### config.mk
export PLATFORM = sky130hd
export DESIGN_NAME = xadc_drp_scanner
export DESIGN_NICKNAME = d
export VERILOG_FILES = /design/src/rtl/xadc_drp_scanner.sv
export SDC_FILE = /design/constraint.sdc
export NUM_CORES = 1
export LEC_CHECK = 0
export CORE_ASPECT_RATIO = 1.5
export CORE_MARGIN = 1
export CORE_UTILIZATION = 38
export DETAILED_ROUTE_END_ITERATION = 16
export GPL_TIMING_DRIVEN = 0
export PLACE_DENSITY = 0.76
export SLEW_MARGIN = 10
export SYNTH_ARGS = -nofsm -noshare
export SYNTH_HDL_FRONTEND = slang
export SYNTH_SLANG_ARGS = --single-unit
### constraint.sdc
create_clock -name clk -period 1.4 [get_ports clk]
set_input_delay 0.35 -clock clk [delete_from_list [all_inputs] [get_ports clk]]
set_output_delay 0.35 -clock clk [all_outputs]
set_load 0.005 [all_outputs]
### src/rtl/xadc_drp_scanner.sv
// xadc_drp_scanner: on each XADC eoc, reads the enabled aux result registers over DRP, ascending ch0..3.
// Latency: eoc_in -> drp_den next cycle; drp_drdy -> smp_valid next cycle.
// Backpressure: a result is held until smp_ready; no further DRP read is issued while it waits.
// Option XADC_SCAN_AVG_EN: emit the truncated mean of every four successful reads per channel.
module xadc_drp_scanner #(
    parameter logic [6:0] ADDR_CH0    = 7'h1E,
    parameter logic [6:0] ADDR_CH1    = 7'h17,
    parameter logic [6:0] ADDR_CH2    = 7'h1F,
    parameter logic [6:0] ADDR_CH3    = 7'h16,
    parameter int         TIMEOUT_CYC = 64
) (
    input  logic        clk,
    input  logic        rst_n,
    input  logic [3:0]  ch_en,
    input  logic        eoc_in,
    output logic [6:0]  drp_daddr,
    output logic        drp_den,
    output logic        drp_dwe,
    output logic [15:0] drp_di,
    input  logic [15:0] drp_do,
    input  logic        drp_drdy,
    output logic [11:0] smp_data,
    output logic [1:0]  smp_ch,
    output logic        smp_valid,
    input  logic        smp_ready,
    output logic        overrun,
    output logic        timeout,
    input  logic        clr_flags
);
    localparam int TW = $clog2(TIMEOUT_CYC + 1);

    typedef enum logic [2:0] {S_IDLE, S_REQ, S_WAIT, S_OUT, S_NEXT} state_t;

    state_t        r_state;
    state_t        w_state_nxt;
    logic [3:0]    r_en;
    logic [1:0]    r_ch;
    logic [TW-1:0] r_tcnt;
    logic [11:0]   r_data;
    logic          r_overrun;
    logic          r_timeout;

    logic          w_start;
    logic          w_drdy_hit;
    logic          w_tout;
    logic          w_emit;
    logic          w_more;
    logic [3:0]    w_above;
    logic [1:0]    w_first_ch;
    logic [1:0]    w_next_ch;
    logic [11:0]   w_result;
    logic          w_den;
    logic          w_vld;
    logic [6:0]    w_daddr;
    logic          w_unused_do;

    function automatic logic [1:0] lowest_set(input logic [3:0] v);
        if (v[0])      return 2'd0;
        else if (v[1]) return 2'd1;
        else if (v[2]) return 2'd2;
        else           return 2'd3;
    endfunction

    assign w_start     = (r_state == S_IDLE) && eoc_in && (|ch_en);
    assign w_drdy_hit  = (r_state == S_WAIT) && drp_drdy;
    assign w_tout      = (r_state == S_WAIT) && !drp_drdy && (r_tcnt == TW'(TIMEOUT_CYC - 1));
    assign w_above     = r_en & (4'b1110 << r_ch);
    assign w_more      = |w_above;
    assign w_next_ch   = lowest_set(w_above);
    assign w_first_ch  = lowest_set(ch_en);
    assign w_unused_do = ^drp_do[3:0];

`ifdef XADC_SCAN_AVG_EN
    logic [13:0] r_acc [4];
    logic [1:0]  r_cnt [4];
    logic [13:0] w_sum;

    assign w_sum    = r_acc[r_ch] + {2'b00, drp_do[15:4]};
    assign w_emit   = (r_cnt[r_ch] == 2'd3);
    assign w_result = w_sum[13:2];

    // Accumulate each successful read; the channel restarts from zero once its mean is emitted.
    always_ff @(posedge clk) begin
        if (!rst_n) begin
            for (int i = 0; i < 4; i++) begin
                r_acc[i] <= '0;
                r_cnt[i] <= '0;
            end
        end else if (w_drdy_hit) begin
            if (w_emit) begin
                r_acc[r_ch] <= '0;
                r_cnt[r_ch] <= '0;
            end else begin
                r_acc[r_ch] <= w_sum;
                r_cnt[r_ch] <= r_cnt[r_ch] + 2'd1;
            end
        end
    end
`else
    assign w_emit   = 1'b1;
    assign w_result = drp_do[15:4];
`endif

    // State register.
    always_ff @(posedge clk) begin
        if (!rst_n) r_state <= S_IDLE;
        else        r_state <= w_state_nxt;
    end

    // Next state plus the strobes that follow directly from the state.
    always_comb begin
        w_state_nxt = r_state;
        w_den       = 1'b0;
        w_vld       = 1'b0;
        case (r_state)
            S_IDLE: if (w_start) w_state_nxt = S_REQ;
            S_REQ: begin
                w_den       = 1'b1;
                w_state_nxt = S_WAIT;
            end
            S_WAIT: begin
                if (drp_drdy)    w_state_nxt = w_emit ? S_OUT : S_NEXT;
                else if (w_tout) w_state_nxt = S_NEXT;
            end
            S_OUT: begin
                w_vld = 1'b1;
                if (smp_ready) w_state_nxt = S_NEXT;
            end
            S_NEXT:  w_state_nxt = w_more ? S_REQ : S_IDLE;
            default: w_state_nxt = S_IDLE;
        endcase
    end

    // Sweep context: enabled set frozen at sweep start, current channel, drdy wait counter, result.
    always_ff @(posedge clk) begin
        if (!rst_n) begin
            r_en   <= '0;
            r_ch   <= '0;
            r_tcnt <= '0;
            r_data <= '0;
        end else begin
            if (w_start) begin
                r_en <= ch_en;
                r_ch <= w_first_ch;
            end else if ((r_state == S_NEXT) && w_more) begin
                r_ch <= w_next_ch;
            end
            if (r_state == S_REQ)       r_tcnt <= '0;
            else if (r_state == S_WAIT) r_tcnt <= r_tcnt + TW'(1);
            if (w_drdy_hit && w_emit)   r_data <= w_result;
        end
    end

    // Sticky error flags; a new event in the clearing cycle keeps the flag set.
    always_ff @(posedge clk) begin
        if (!rst_n) begin
            r_overrun <= 1'b0;
            r_timeout <= 1'b0;
        end else begin
            r_overrun <= (r_overrun & ~clr_flags) | (eoc_in && (r_state != S_IDLE));
            r_timeout <= (r_timeout & ~clr_flags) | w_tout;
        end
    end

    // Result register address of the current channel.
    always_comb begin
        w_daddr = ADDR_CH0;
        case (r_ch)
            2'd0:    w_daddr = ADDR_CH0;
            2'd1:    w_daddr = ADDR_CH1;
            2'd2:    w_daddr = ADDR_CH2;
            default: w_daddr = ADDR_CH3;
        endcase
    end

    assign drp_daddr = w_daddr;
    assign drp_den   = w_den;
    assign drp_dwe   = 1'b0;
    assign drp_di    = 16'h0000;
    assign smp_data  = r_data;
    assign smp_ch    = r_ch;
    assign smp_valid = w_vld;
    assign overrun   = r_overrun;
    assign timeout   = r_timeout;

endmodule

==> flow_summary.json, run 1 <==
{
  "setup_slack_ns": -0.1411,
  "grt_pass1_wl_um": 5568,
  "seq_area_sq_um": 595.6,
  "initial_core_util_pct": 39.57,
  "cts-root-buf": "clkbuf_8",
  "dr.pass1.iters": 4,
  "crit_path_max_fanout": 3,
  "die-width_um": 54.43,
  "route.detailed.drc": 0,
  "final_common_cell": "buf_4",
  "layout_common_cells": "buf_4, nand2_1, dfxtp_1",
  "critPathRequiredTime_ns": 1.05,
  "via_per_inst": 4.805,
  "power.switching_mw": 0.7902,
  "sw_frac_of_total_pct": 30.26,
  "fillers": 327,
  "finClkSkew_ns": 0.004787,
  "clockBufferDepth": 2,
  "num_antenna_cells": 0,
  "synth_edf_count": 0,
  "highest_layer": "met4",
  "nNetsFinal": 303,
  "crit_arrival_ns": 1.19,
  "worst_path_largest_cell_delay_ns": 0.37,
  "die_y_um": 80.64,
  "p_leak_nw": 1.111,
  "grt_use_total_pct": 17.55,
  "cellPowerDensity_mw_per_mm2": 1057,
  "io_pins": 68,
  "period_needed_ns": 1.541,
  "synth_top_family_by_area": "simple AND/OR/NAND/NOR gates",
  "dr_wl_met3_um": 255,
  "cap_violations": 0,
  "synthSimpleGateAreaFrac_pct": 25.80,
  "syn_inst": 186,
  "antenna_found_initial": 0,
  "cts_buffers": 5,
  "synth_compound_area_share_pct": 14.86,
  "port_buffers": 41,
  "cp-end-kind": "output port",
  "clkTransAtPathRegs_ns": 0.06,
  "grt_max_degree": 11,
  "ys.flop_type": "dfxtp_1",
  "yosysWarnings": 0,
  "wl_met1_um": 1447,
  "synthArstFlopShare_pct": 0,
  "hold_viol_final": 0,
  "drt_iter0_drc": 33,
  "crit_chain": "inv_4, ha_4, or2_4, buf_6",
  "cp-start-kind": "flop",
  "rsz0062_at_grt": "true",
  "slowest_stage": "dfxtp_4",
  "clock_sinks": 29,
  "ir_drop_mv": 0.9289,
  "violations": "negative setup slack",
  "rows": 28,
  "final_util_pct": 62.39,
  "cts-hold-fix-buffers": 0,
  "synth_seq_area_share_pct": 37.06,
  "clockPowerShare_pct": 26.6,
  "dpl.cell_count": 292,
  "path_class": "reg2out",
  "drive_gt1_share_pct": 32.60,
  "avgSynthCellArea_sq_um": 8.422,
  "dieArea_sq_mm": 0.004389,
  "syn_to_final_growth_pct": 57.67,
  "vias": 1528,
  "pwr-share-comb_pct": 36.6,
  "fmax_mhz": 648.9,
  "grt_pass1_vias": 1309,
  "final_cells": 318,
  "wl_per_cell_um": 12.28,
  "drt-total-wl_um": 3904,
  "tritoncts": "built",
  "holdCritPathClass": "in2reg",
  "run_status": "finished with violations",
  "drv_slew": 0,
  "core_area_sq_mm": 0.003959,
  "period_share_pct": 110.1,
  "seqPwrFrac_pct": 36.9,
  "multi_input_area_sq_um": 933.4,
  "dp_hpwl_um": 2554,
  "synth-xor-area-share_pct": 2.796,
  "p_int_mw": 1.821,
  "overflow": 0,
  "synth_seq_cells": 29,
  "gp_congestion": 0.7477,
  "yosysUniqueCellTypes": 42,
  "route.met2.wl_um": 2111,
  "setup_viol": 2,
  "synth_mux_area_share_pct": 0.6390,
  "synth_area_sq_mm": 0.001567,
  "ant_nets": 0,
  "cts_htree_levels": 2,
  "worstSkewPairLatency_ns": 0.28,
  "yosys.area_share.adder_pct": 3.195
}
[stage by stage]
stage	power, mW	instance area, sq um	TNS, ns	worst slack, ns	hold WS [ns]
after floorplan	1.390	1642	0	0.03608	0.4439
after global placement	1.644	2108	-7.846	-0.4741	0.4404
after detailed placement	1.656	2108	-8.239	-0.5003	0.4473
after CTS	2.501	2350	-0.1881	-0.1367	0.4528
after global routing	2.750	2470	-0.5271	-0.1682	0.4178
final	2.611	2470	-0.1972	-0.1411	0.4017
[critical path, delay by kind of cell, from the launching register on]
kind | cells | cell delay (ns)
flip-flops | 1 | 0.37
AND/OR/NAND/NOR | 1 | 0.24
buffers and inverters | 2 | 0.15
adder cells (fa/ha/maj) | 1 | 0.15
[cell families (layout without fill, tap and decap cells)]
| group | count (synthesis) | in the layout |
|---|---|---|
| simple gates | 76 | 76 |
| buf+inv | 36 | 103 |
| compound gates | 33 | 33 |
| flops | 29 | 29 |
| xor+xnor | 5 | 5 |
| fa+ha+maj | 4 | 4 |
| other cells | 2 | 22 |
| mux | 1 | 1 |
[layer usage]
layer / track usage, % / vias up
met1: 18.08 / 705
met4: 8.718 / 0
met3: 4.356 / 7
met2: 31.10 / 61
met5: 0 / -
li1: - / 755
[path summary, 6_finish.rpt]
| kind | from | endpoint | slack (ns) | cells past startpoint |
|---|---|---|---|---|
| worst min-delay path | ch_en[3] | r_en[3] | 0.40 | 3 |
| worst max register to register | smp_ch[1] | r_state[0] | -0.06 | 7 |
| worst min register to register | smp_data[3] | smp_data[3] | 0.45 | 2 |
| worst max-delay path | smp_ch[1] | drp_daddr[3] | -0.14 | 4 |
[synth_stat cells, types with 2 or more instances]
| master | instances | area (sq um) |
|---|---|---|
| nor2b_1 | 3 | 18.77 |
| and3_1 | 2 | 12.51 |
| inv_1 | 7 | 26.28 |
| and2_1 | 2 | 12.51 |
| nor2_1 | 11 | 41.29 |
| nand3_1 | 5 | 25.02 |
| nand4_1 | 2 | 12.51 |
| buf_4 | 23 | 172.7 |
| o21a_1 | 2 | 15.01 |
| nor3_1 | 3 | 15.01 |
| o22ai_1 | 2 | 12.51 |
| a21boi_0 | 5 | 37.54 |
| xnor2_1 | 2 | 17.52 |
| a21oi_1 | 4 | 20.02 |
| a21boi_1 | 11 | 82.58 |
| xor2_1 | 3 | 26.28 |
| clkbuf_1 | 3 | 11.26 |
| or3_1 | 2 | 12.51 |
| conb_1 | 2 | 7.510 |
| ha_1 | 4 | 50.05 |
| nand2_1 | 33 | 123.9 |
| nand2b_1 | 3 | 18.77 |
| o211ai_1 | 3 | 22.52 |
| dfxtp_1 | 29 | 580.6 |
| buf_6 | 2 | 22.52 |
| a32oi_1 | 2 | 17.52 |
[power by group through the flow]
| stage | Combinational, mW | Sequential [mW] | Clock, mW |
|---|---|---|---|
| 4_1_cts | 0.834 | 0.957 | 0.710 |
| 2_1_floorplan | 0.433 | 0.957 | 0 |
| 3_5_place_dp | 0.693 | 0.964 | 0 |
| 5_1_grt | 1.04 | 0.969 | 0.737 |
| 6_report | 0.955 | 0.963 | 0.694 |
| 3_3_place_gp | 0.683 | 0.961 | 0 |
[flip-flops by register name (all words and copies together) (netlist names)]
register / count
smp_data: 12
timeout: 1
r_en: 3
r_state: 3
overrun: 1
r_tcnt: 7
smp_ch: 2
[area by class of cell]
cell class / count / area share (%)
Sequential cell: 29 / 24.11
Multi-Input combinational cell: 141 / 37.79
Buffer: 29 / 9.321
Clock buffer: 7 / 3.495
Tap cell: 45 / 2.280
Inverter: 7 / 1.165
Timing Repair Buffer: 60 / 21.83
[timing repair]
action | in CTS | in global routing
hold endpoints to repair | 0 | 0
pin swaps | 6 | 10
setup buffers | 13 | 5
endpoints found under the setup margin | 44 | 29
resized for setup | 66 | 28
gates cloned | 0 | 1
Note: power is estimated with default switching activity, not from simulation.
==> run 2, diff against run 1 <==
- CAP_MARGIN: not set -> 20
- CORE_UTILIZATION: 38 -> 45
- PLACE_DENSITY: 0.76 -> 0.85
- clock period: 1.4 -> 2 ns (I/O delays scaled with it)
==> flow_summary.json, run 2 (synthesis results as in run 1) <==
{
  "run_status": "finished, final reports clean",
  "cts_htree_levels": 2,
  "dp_hpwl_um": 2655,
  "ant_nets": 0,
  "io_pins": 68,
  "die-width_um": 50.18,
  "gp_congestion": 0.7878,
  "period_needed_ns": 1.953,
  "syn_to_final_growth_pct": 44.97,
  "core_area_sq_mm": 0.003222,
  "route.detailed.drc": 0,
  "grt_pass1_wl_um": 5589,
  "seqPwrFrac_pct": 37.5,
  "grt_use_total_pct": 20.27,
  "drive_gt1_share_pct": 17.83,
  "vias": 1428,
  "path_class": "reg2out",
  "overflow": 0,
  "crit_chain": "inv_1, ha_1, clkdlybuf4s50_1",
  "cellPowerDensity_mw_per_mm2": 800.8,
  "fillers": 271,
  "crit_arrival_ns": 1.45,
  "tritoncts": "built",
  "drv_slew": 0,
  "reg2reg_setup_slack_ns": 0.41,
  "period_share_pct": 97.65,
  "power.switching_mw": 0.5122,
  "multi_input_area_sq_um": 830.8,
  "num_antenna_cells": 0,
  "antenna_found_initial": 0,
  "grt_max_degree": 11,
  "setup_viol": 0,
  "holdCritPathClass": "reg2reg",
  "cts_buffers": 5,
  "initial_core_util_pct": 48.62,
  "hold_ws_ns": 0.4526,
  "p_int_mw": 1.306,
  "ir_drop_mv": 0.6325,
  "clock_sinks": 29,
  "drt_iter0_drc": 38,
  "dpl.cell_count": 287,
  "cp-end-kind": "output port",
  "crit_family": "buffers and inverters",
  "grt_pass1_vias": 1324,
  "wl_per_cell_um": 12.24,
  "slowest_stage": "clkdlybuf4s50_1",
  "dr.pass1.iters": 5,
  "cts-root-buf": "clkbuf_8",
  "dieArea_sq_mm": 0.003726,
  "nNetsFinal": 287,
  "rsz0062_at_grt": "false",
  "p_leak_nw": 0.9483,
  "worstSkewPairLatency_ns": 0.29,
  "critPathRequiredTime_ns": 1.50,
  "layout_common_cells": "clkdlybuf4s50_1, nand2_1, buf_4, dfxtp_1, conb_1",
  "finClkSkew_ns": 0.003223,
  "hold_viol_final": 0,
  "rows": 25,
  "largest_register_ffs": 12,
  "clockBufferDepth": 2,
  "final_common_cell": "clkdlybuf4s50_1",
  "die_y_um": 74.26,
  "clockPowerShare_pct": 35.5,
  "port_buffers": 41,
  "worst_path_largest_cell_delay_ns": 0.50,
  "clkTransAtPathRegs_ns": 0.07,
  "via_per_inst": 4.792,
  "crit_buf_inv": 2,
  "drt-total-wl_um": 3647,
  "cp-start-kind": "flop",
  "seq_area_sq_um": 589.3,
  "fmax_mhz": 512.0,
  "pwr-share-comb_pct": 27.0,
  "crit_path_max_fanout": 4,
  "power.total_mw": 1.819,
  "final_cells": 298,
  "cap_violations": 0,
  "sw_frac_of_total_pct": 28.16
}
[run 2: cell types whose count changed in the layout (fill, tap and decap cells not counted), sizes merged]
cell and change:
buf -21, bufinv +1, clkdlybuf4s15 -1, clkdlybuf4s50 +22, clkinvlp +1, dlygate4sd2 -17
[run 2: layout make-up]
type	instances	share of cell area [%]
Sequential cell	29	25.95
Multi-Input combinational cell	141	36.58
Timing Repair Buffer	45	19.56
Inverter	7	1.157
Clock buffer	6	3.636
Buffer	28	9.256
Tap cell	40	2.204
Clock inverter	2	1.653
[run 2: power by group through the flow]
| stage | Sequential (mW) | Clock [mW] | Combinational, mW |
|---|---|---|---|
| 3_5_place_dp | 0.674 | 0 | 0.486 |
| 4_1_cts | 0.664 | 0.654 | 0.514 |
| 3_3_place_gp | 0.672 | 0 | 0.474 |
| 2_1_floorplan | 0.670 | 0 | 0.303 |
| 6_report | 0.682 | 0.645 | 0.491 |
| 5_1_grt | 0.690 | 0.677 | 0.534 |
[run 2: final timing paths]
path	cells past startpoint	startpoint	end
worst max register to register	6	r_state[1]	smp_ch[1]
worst min register to register	2	smp_data[2]	smp_data[2]
worst max-delay path	3	smp_ch[1]	drp_daddr[0]
worst min-delay path	2	smp_data[2]	smp_data[2]
[run 2: layer usage]
layer	wire length, um	vias up	global-route usage (%)
met1	1372	656	18.56
met2	1970	45	38.37
li1	-	720	-
met4	88	0	10.79
met3	216	7	7.157
met5	0	-	0
[run 2: worst register-to-register path, cell delays in order (launching register included)]
cell and delay, ns:
dfxtp_1 0.34, buf_6 0.14, buf_4 0.15, nor3_4 0.28, nand3_4 0.15, or3_1 0.33, a21boi_1 0.14
[run 2: timing repair]
action                     CTS  global route
setup endpoints to repair    4             2
gates cloned                 0             0
resized for setup            9             3
hold buffers                 0             0
setup buffers                3             1
[run 2: through the flow]
step	util [%]	TNS [ns]	setup slack, ns	area (sq um)
3_5_place_dp	65.24	-0.03271	-0.02529	2102
4_1_cts	70.33	0	0.002029	2266
2_1_floorplan	-	0	0.4973	1642
3_3_place_gp	65.24	-0.03048	-0.02781	2102
5_1_grt	70.49	0	0.002106	2271
6_report	70.49	0	0.04701	2271
==> run 3, diff against run 2 <==
- clock period: 2 -> 2.25 ns (I/O delays scaled with it)
==> flow_summary.json, run 3 (synthesis results as in run 1) <==
{
  "clockPowerShare_pct": 35.7,
  "p_leak_nw": 0.8980,
  "core_area_sq_mm": 0.003222,
  "route.detailed.drc": 0,
  "seqPwrFrac_pct": 36.8,
  "num_antenna_cells": 0,
  "pwr-share-comb_pct": 27.4,
  "cts_htree_levels": 2,
  "wl_per_cell_um": 12.12,
  "die_y_um": 74.26,
  "crit_path_max_fanout": 6,
  "crit_chain": "inv_1, ha_1, or2_2, clkdlybuf4s50_1",
  "dr.pass1.iters": 4,
  "rsz0062_at_grt": "false",
  "drt_iter0_drc": 42,
  "crit_cells": 4,
  "clock_sinks": 29,
  "cp-start-kind": "flop",
  "power.switching_mw": 0.4489,
  "fmax_mhz": 459.0,
  "hold_viol_final": 0,
  "grt_pass1_vias": 1294,
  "reg2regPathDepth": 6,
  "final_util_pct": 69.32,
  "ant_nets": 0,
  "critPathRequiredTime_ns": 1.69,
  "syn_to_final_growth_pct": 42.57,
  "cts-root-buf": "clkbuf_8",
  "slowest_stage": "clkdlybuf4s50_1",
  "dieArea_sq_mm": 0.003726,
  "clkTransAtPathRegs_ns": 0.07,
  "sw_frac_of_total_pct": 28.00,
  "cts_buffers": 5,
  "crit_buf_inv": 2,
  "drive_gt1_share_pct": 16.08,
  "worst_path_largest_cell_delay_ns": 0.44,
  "period_needed_ns": 2.179,
  "holdCritPathClass": "reg2reg",
  "power.total_mw": 1.603,
  "cap_violations": 0,
  "hold_ws_ns": 0.4520,
  "crit_arrival_ns": 1.62,
  "tns_ns": 0,
  "crit_family": "buffers and inverters",
  "antenna_found_initial": 0,
  "clockBufferDepth": 2,
  "cp-end-kind": "output port",
  "setup_slack_ns": 0.07122,
  "fillers": 273,
  "grt_use_total_pct": 20.10,
  "drv_slew": 0,
  "port_buffers": 41,
  "nNetsFinal": 284,
  "path_class": "reg2out",
  "via_per_inst": 4.780,
  "grt_max_degree": 11,
  "finClkSkew_ns": 0.003374,
  "dp_hpwl_um": 2655,
  "setup_viol": 0,
  "die-width_um": 50.18,
  "tritoncts": "built",
  "layout_common_cells": "clkdlybuf4s50_1, nand2_1, dfxtp_1",
  "whs_path_depth": 2,
  "largest_register_ffs": 12,
  "run_status": "finished, final reports clean",
  "initial_core_util_pct": 48.62,
  "worstSkewPairLatency_ns": 0.29,
  "ir_drop_mv": 0.5613,
  "cellPowerDensity_mw_per_mm2": 717.8,
  "period_share_pct": 96.83,
  "rows": 25,
  "place_ws_ns": 0.1622,
  "io_pins": 68,
  "vias": 1410,
  "grt_pass1_wl_um": 5554,
  "drt-total-wl_um": 3574,
  "overflow": 0,
  "post_cts_buffers": 0,
  "final_common_cell": "clkdlybuf4s50_1",
  "gp_congestion": 0.7878,
  "p_int_mw": 1.154
}
-- run 3: worst paths after layout --
path	slack [ns]	startpoint	end
max	0.07	smp_ch[1]	drp_daddr[3]
min	0.45	smp_data[2]	smp_data[2]
max reg2reg	0.66	r_state[1]	smp_data[4]
min reg2reg	0.45	smp_data[2]	smp_data[2]
-- run 3: cell type report --
cell class / instances / area (sq um) / share of cell area, %
multi-input cells: 141 / 823.3 / 36.86
flip-flops and latches: 29 / 585.6 / 26.22
repair buffers: 41 / 410.4 / 18.38
plain buffers: 29 / 217.7 / 9.748
clock buffers: 6 / 82.58 / 3.697
well taps: 40 / 50.05 / 2.241
clock inverters: 2 / 37.54 / 1.681
inverters: 7 / 26.28 / 1.176
-- run 3: timing repair --
| action | 4_1_cts | 5_1_grt |
|---|---|---|
| hold buffers | 0 | 0 |
| pin swaps | 0 | 0 |
| endpoints found under the setup margin | 2 | 2 |
| gates resized for setup | 2 | 3 |
-- run 3: power by group through the flow --
| stage | clock, mW | combinational (mW) | sequential [mW] |
|---|---|---|---|
| 5_1_grt | 0.601 | 0.480 | 0.595 |
| 3_3_place_gp | 0 | 0.421 | 0.597 |
| 4_1_cts | 0.582 | 0.440 | 0.589 |
| 2_1_floorplan | 0 | 0.269 | 0.596 |
| 6_report | 0.573 | 0.440 | 0.590 |
| 3_5_place_dp | 0 | 0.432 | 0.599 |
-- run 3: per-layer routing --
| layer | GRT usage, % | part of all wire [%] | wire length (um) | up-vias |
|---|---|---|---|---|
| met2 | 37.78 | 54 | 1917 | 43 |
| met4 | 10.79 | 2.9 | 102 | 0 |
| li1 | - | - | - | 718 |
| met3 | 7.157 | 5.9 | 210 | 9 |
| met1 | 18.56 | 38 | 1344 | 640 |
| met5 | 0 | 0 | 0 | - |
-- run 3: tightest hold or removal path, delay by kind of cell, from the launching register on --
kind             cells  cell delay, ns
flip-flops           1            0.31
AND/OR/NAND/NOR      1            0.05
AO/OA/AOI/OAI        1            0.05
-- run 3: per-stage QoR --
step / instances / area (sq um)
detailed placement: 287 / 2102
CTS: 295 / 2226
finish: 295 / 2233
floorplan: 206 / 1642
global placement: 287 / 2102
global route: 295 / 2233
